## src/rtl/enc_pkg.sv

```systemverilog
// Shared types and tables for the TX convolutional encoder controller:
// rate codes, controller states, tail length and the puncturing mask table.
package enc_pkg;

    localparam int DW       = 8;
    localparam int TAIL_LEN = 6;

    typedef enum logic [1:0] {
        RATE_1_2  = 2'b00,
        RATE_2_3  = 2'b01,
        RATE_3_4  = 2'b10,
        RATE_RSVD = 2'b11
    } rateT;

    typedef enum logic [1:0] {
        ST_IDLE  = 2'b00,
        ST_DATA  = 2'b01,
        ST_TAIL  = 2'b10,
        ST_FLUSH = 2'b11
    } stateT;

    // The reserved code falls back to the unpunctured 1/2 rate.
    function automatic rateT normRate(input logic [1:0] code);
        case (code)
            2'b01:   normRate = RATE_2_3;
            2'b10:   normRate = RATE_3_4;
            default: normRate = RATE_1_2;
        endcase
    endfunction

    function automatic logic [1:0] phaseLast(input rateT rate);
        case (rate)
            RATE_2_3: phaseLast = 2'd1;
            RATE_3_4: phaseLast = 2'd2;
            default:  phaseLast = 2'd0;
        endcase
    endfunction

    // Keep mask {A,B} per puncture phase.
    function automatic logic [1:0] punctMask(input rateT rate, input logic [1:0] phase);
        case (rate)
            RATE_2_3: punctMask = (phase == 2'd0) ? 2'b11 : 2'b10;
            RATE_3_4: begin
                case (phase)
                    2'd0:    punctMask = 2'b11;
                    2'd1:    punctMask = 2'b10;
                    default: punctMask = 2'b01;
                endcase
            end
            default:  punctMask = 2'b11;
        endcase
    endfunction

endpackage

```

## src/rtl/enc_punct.sv

```systemverilog
// Puncture phase counter: advances once per encoder step and looks up the
// keep mask for the current phase of the latched rate.
module enc_punct
    import enc_pkg::*;
(
    input  logic       iClk,
    input  logic       iRst,
    input  rateT       iRate,
    input  logic       iStep,
    input  logic       iClr,
    output logic [1:0] oMask
);

    logic [1:0] phase;

    always_ff @(posedge iClk) begin
        if (iRst || iClr) begin
            phase <= 2'd0;
        end else if (iStep) begin
            phase <= (phase == phaseLast(iRate)) ? 2'd0 : phase + 2'd1;
        end
    end

    assign oMask = punctMask(iRate, phase);

endmodule

```

## src/rtl/enc_ctrl.sv

```systemverilog
// Sequences the K=7 convolutional encoder for one DATA field: serialises bytes
// LSB-first, appends the zero tail and emits punctured coded pairs.
module enc_ctrl
    import enc_pkg::*;
#(
    parameter int DW       = enc_pkg::DW,
    parameter int TAIL_LEN = enc_pkg::TAIL_LEN
) (
    input  logic          iClk,
    input  logic          iRst,
    input  logic          iStart,
    input  logic [1:0]    iRate,
    input  logic          iAbort,
    input  logic [DW-1:0] iByte,
    input  logic          iByteVld,
    input  logic          iLast,
    output logic          oByteRdy,
    output logic          oEncEN,
    output logic          oEncData,
    output logic          oEncRst,
    input  logic          iEncA,
    input  logic          iEncB,
    output logic [1:0]    oCode,
    output logic [1:0]    oCodeMask,
    output logic          oCodeVld,
    output logic          oBusy,
    output logic          oDone
);

    localparam int BW = $clog2(DW);
    localparam int TW = $clog2(TAIL_LEN + 1);

    stateT         state;
    rateT          rate;
    logic [DW-1:0] byteBuf;
    logic          bufVld;
    logic          bufLast;
    logic          lastTaken;
    logic [BW-1:0] bitCnt;
    logic [TW-1:0] tailCnt;

    logic       stepData;
    logic       step;
    logic       bitLast;
    logic       accept;
    logic       punctClr;
    logic [1:0] mask;

    // Byte handshake: a byte transfers on any cycle where iByteVld and oByteRdy
    // are both high; iByte/iLast must hold while iByteVld waits for oByteRdy.
    assign stepData = (state == ST_DATA) && bufVld;
    assign step     = !iAbort && (stepData || (state == ST_TAIL));
    assign bitLast  = (bitCnt == BW'(DW - 1));
    assign oByteRdy = (state == ST_DATA) && !lastTaken && (!bufVld || (bitLast && step));
    assign accept   = oByteRdy && iByteVld && !iAbort;
    assign punctClr = (state == ST_IDLE) && iStart;

    assign oEncEN   = step;
    assign oEncData = stepData && byteBuf[bitCnt];
    assign oBusy    = (state != ST_IDLE);

    enc_punct uPunct (
        .iClk  (iClk),
        .iRst  (iRst),
        .iRate (rate),
        .iStep (step),
        .iClr  (punctClr),
        .oMask (mask)
    );

    always_ff @(posedge iClk) begin
        if (iRst) begin
            state     <= ST_IDLE;
            rate      <= RATE_1_2;
            byteBuf   <= '0;
            bufVld    <= 1'b0;
            bufLast   <= 1'b0;
            lastTaken <= 1'b0;
            bitCnt    <= '0;
            tailCnt   <= '0;
            oEncRst   <= 1'b0;
            oCode     <= 2'b00;
            oCodeMask <= 2'b00;
            oCodeVld  <= 1'b0;
            oDone     <= 1'b0;
        end else begin
            oEncRst   <= 1'b0;
            oDone     <= 1'b0;
            oCodeVld  <= step;
            oCodeMask <= step ? mask : 2'b00;
            oCode     <= step ? {iEncA, iEncB} : 2'b00;

            if ((state != ST_IDLE) && iAbort) begin
                state     <= ST_IDLE;
                oEncRst   <= 1'b1;
                bufVld    <= 1'b0;
                bufLast   <= 1'b0;
                lastTaken <= 1'b0;
                bitCnt    <= '0;
                tailCnt   <= '0;
            end else begin
                case (state)
                    ST_IDLE: begin
                        if (iStart) begin
                            state     <= ST_DATA;
                            rate      <= normRate(iRate);
                            bufVld    <= 1'b0;
                            bufLast   <= 1'b0;
                            lastTaken <= 1'b0;
                            bitCnt    <= '0;
                            tailCnt   <= '0;
                        end
                    end
                    ST_DATA: begin
                        if (stepData) begin
                            bitCnt <= bitCnt + 1'b1;
                            if (bitLast) begin
                                bufVld <= 1'b0;
                                if (bufLast) begin
                                    state   <= ST_TAIL;
                                    tailCnt <= '0;
                                end
                            end
                        end
                        // A refill on the last bit overrides the empty flag above.
                        if (accept) begin
                            byteBuf   <= iByte;
                            bufVld    <= 1'b1;
                            bufLast   <= iLast;
                            lastTaken <= iLast;
                        end
                    end
                    ST_TAIL: begin
                        tailCnt <= tailCnt + 1'b1;
                        if (tailCnt == TW'(TAIL_LEN - 1)) begin
                            state <= ST_FLUSH;
                        end
                    end
                    default: begin
                        state <= ST_IDLE;
                        oDone <= 1'b1;
                    end
                endcase
            end
        end
    end

endmodule

```

## config.mk

```make
export PLATFORM = sky130hd
export DESIGN_NAME = enc_ctrl
export DESIGN_NICKNAME = d
export VERILOG_FILES = /design/src/rtl/enc_pkg.sv /design/src/rtl/enc_punct.sv /design/src/rtl/enc_ctrl.sv
export SDC_FILE = /design/constraint.sdc
export NUM_CORES = 1
export LEC_CHECK = 0
export BUFFER_PORTS_ARGS = -buffer_cell sky130_fd_sc_hd__buf_2
export CAP_MARGIN = 20
export CELL_PAD_IN_SITES_DETAIL_PLACEMENT = 1
export CELL_PAD_IN_SITES_GLOBAL_PLACEMENT = 2
export CORE_MARGIN = 2
export CORE_UTILIZATION = 35
export CTS_CLUSTER_DIAMETER = 80
export DETAILED_ROUTE_END_ITERATION = 16
export HOLD_SLACK_MARGIN = 0.12
export PLACE_DENSITY = 0.88
export SYNTH_ARGS = -nofsm -noshare
export SYNTH_HDL_FRONTEND = slang
export SYNTH_HIERARCHICAL = 1
export SYNTH_SLANG_ARGS = --single-unit
```

## constraint.sdc

```tcl
create_clock -name iClk -period 2.9 [get_ports iClk]
set_input_delay 0.145 -clock iClk [delete_from_list [all_inputs] [get_ports iClk]]
set_output_delay 0.145 -clock iClk [all_outputs]
set_load 0.005 [all_outputs]
```

==> results.cfg <==
[logic_synthesis]
synth_compound_area_share_pct = 14.2
synth_edf_count = 0
ys_types = 37
muxShareOfSynthArea_pct = 10.4
synth_warnings = 6
ys_seq_area_share_pct = 38.9
synth-seq-cells = 29
syn_avg_cell_area_um2 = 9.38
synth_xor_area_share_pct = 1.17
syn_area_um2 = 1490
async_reset_ff_share_pct = 0
synth-simple-area-share_pct = 20.2
synth_top_family_by_area = simple AND/OR/NAND/NOR gates
synth_nets = 189
synth_ff_type = dfxtp_1
syn_inst = 159
yosys.area_share.adder_pct = 10.1

[timing]
slew_headroom_pct = 63.5
setup_violations = 0
finalHoldWorstSlack_ns = 0.165
slew_violations = 0
worst_slew_pin_slew_ns = 0.541
final.period_utilization_pct = 68.2
hold_viol_final = 0
skew_ns = 0.00286
fin_ws_ns = 0.922
period_needed_ns = 1.98
fmax_ghz = 0.505
setup_tns_ns = 0
rsz0062_at_grt = no

[global_route]
grt_pass1_vias = 1325
antenna_found_initial = 0
grt_max_degree = 17
grtUsageTotal_pct = 16.1
overflow = 0
grt_pass1_wl_um = 6180

[power_and_ir_drop]
p_per_area_nw_per_um2 = 615
ir_drop_v = 0.000330
p_leak_nw = 0.842

[die]
die_w_um = 69.3
core_um2 = 4060
rows = 23
initial_utilization_pct = 36.8
ioPinCount = 29
die_h_um = 69.3
die_area_um2 = 4800

[final_layout]
drive_gt1_share_pct = 21.9
syn_to_final_growth_pct = 24.8
antenna_cells = 0
nets = 231
num-fill-cells = 475
post-route-util_pct = 45.9

[placement]
port_buffers = 28
hpwlAfterDp_um = 2680
dp_slack_ns = 0.736
place_congestion = 0.804

[clocking]
clkLatencyLatePin_ns = 0.27
ctsResizeCount = 0
ctsHtreeMaxLevel = 2
clock-sinks = 29
cts_root_buffer = clkbuf_8
clk_path_buf_depth = 2
cts_buffers = 5
post-cts-setup-buffers = 0
clk_pin_slew_ns = 0.06
cts_tree = yes

[critical_path]
critical_path_class = reg -> reg
cp.required_ns = 3.06
cp.arrival_ns = 2.13
crit_path_end_kind = flip-flop
cp_max_fo = 13
cp-start-kind = flip-flop

[run]
drv_cap = 0

[drt]
wire_per_inst_um = 13.9
vias = 1235
drtIter0Drc = 29
avgViaCountPerCell = 4.92
drt-total-wl_um = 3480
first_pass_iters = 4
drc = 0
ant_nets = 0

[status]
status = finished, final reports clean

[worst_hold_path]
hp-class = in -> reg
-- synth_stat cells, types with 2 or more instances --
cell        n  area, µm²
nor2b_1     2       12.5
nor2_1     20       75.1
nand2_1    10       37.5
and2b_1     2       15.0
and2_1      4       25.0
dfxtp_1    29        581
o2bb2ai_1   2       17.5
mux4_2      2       45.0
o21ai_0     7       35.0
a21oi_1    10       50.1
inv_1      13       48.8
xor2_1      2       17.5
nor3_1      2       10.0
nand2b_1    5       31.3
nor3b_1     3       22.5
mux2i_1    11        110
ha_1       12        150
clkbuf_1    2       7.51
a22oi_1     2       15.0
nand4b_1    2       17.5
-- flip-flops by register name, summed over array words and instances, names as in the netlist, 2 cells and up --
signal / count
rate: 2
state: 2
byteBuf: 8
bitCnt: 3
oCodeMask: 2
tailCnt: 3
uPunct/phase: 2
oCode: 2
-- placed cells by master, fill, tap and decap left out, drive strengths merged, types with 3 or more instances in the layout --
cell type	netlist	routed
mux2i	11	11
inv	13	13
and2	4	4
nand2b	5	5
o21ai	8	8
nor3b	3	3
nand2	10	10
clkbuf	2	7
a21oi	10	10
dlygate4sd3	0	10
buf	2	29
dfxtp	29	29
ha	12	12
nor2	20	20
-- path summary, 6_finish.rpt --
check	from	endpoint	slack, ns	depth (start not counted)
worst max-delay path	state[1]	byteBuf[2]	0.92	7
worst min-delay path	iAbort	oCodeVld	0.17	2
worst max register to register	state[1]	byteBuf[2]	0.92	7
worst min register to register	byteBuf[0]	byteBuf[0]	0.49	2
-- critical path, stage by stage (launching register included) --
cell      delay [ns]
dfxtp_1         0.38
inv_1           0.08
ha_1            0.35
and4bb_2        0.31
o21ai_1         0.22
buf_4           0.26
mux2i_1         0.22
nor2_1          0.05
-- layer usage --
metal / GRT usage (%) / vias up / part of all wire (%)
li1: - / 630 / -
met1: 18.3 / 577 / 45
met2: 28.7 / 23 / 50
met3: 4.94 / 5 / 4.0
met4: 5.01 / 0 / 1.1
met5: 0 / - / 0
-- cells by family after synthesis --
| logic type | Yosys count |
|---|---|
| buf+inv | 17 |
| xor+xnor | 2 |
| flops | 29 |
| fa+ha+maj | 12 |
| compound gates | 30 |
| mux | 13 |
| simple gates | 56 |
-- report_power, final --
part	total (mW)	leakage, nW	switching (mW)	internal [mW]
sequential	0.455	0.234	0.0245	0.431
combinational	0.360	0.563	0.211	0.149
clock	0.330	0.0443	0.142	0.188
total	1.15	0.842	0.378	0.768
-- area by class of cell --
cell class | instances | area, µm² | area share, %
inverter | 13 | 48.8 | 2.62
tap | 50 | 62.6 | 3.36
timing repair buffer | 39 | 248 | 13.3
sequential | 29 | 581 | 31.2
multi-input combinational | 113 | 836 | 44.9
clock buffer | 7 | 86.3 | 4.64
-- through the flow --
stage          area (µm²)  power [mW]  cells
2_1_floorplan        1490       0.713    159
3_3_place_gp         1670       0.794    233
3_5_place_dp         1670       0.817    233
4_1_cts              1850        1.17    250
5_1_grt              1860        1.24    251
6_report             1860        1.15    251
-- repair_timing --
item,in CTS,in global routing
hold buffers,10,0
setup endpoints to repair,0,0
hold endpoints to repair,10,0
No activity file was read; power rests on OpenSTA's default activity.
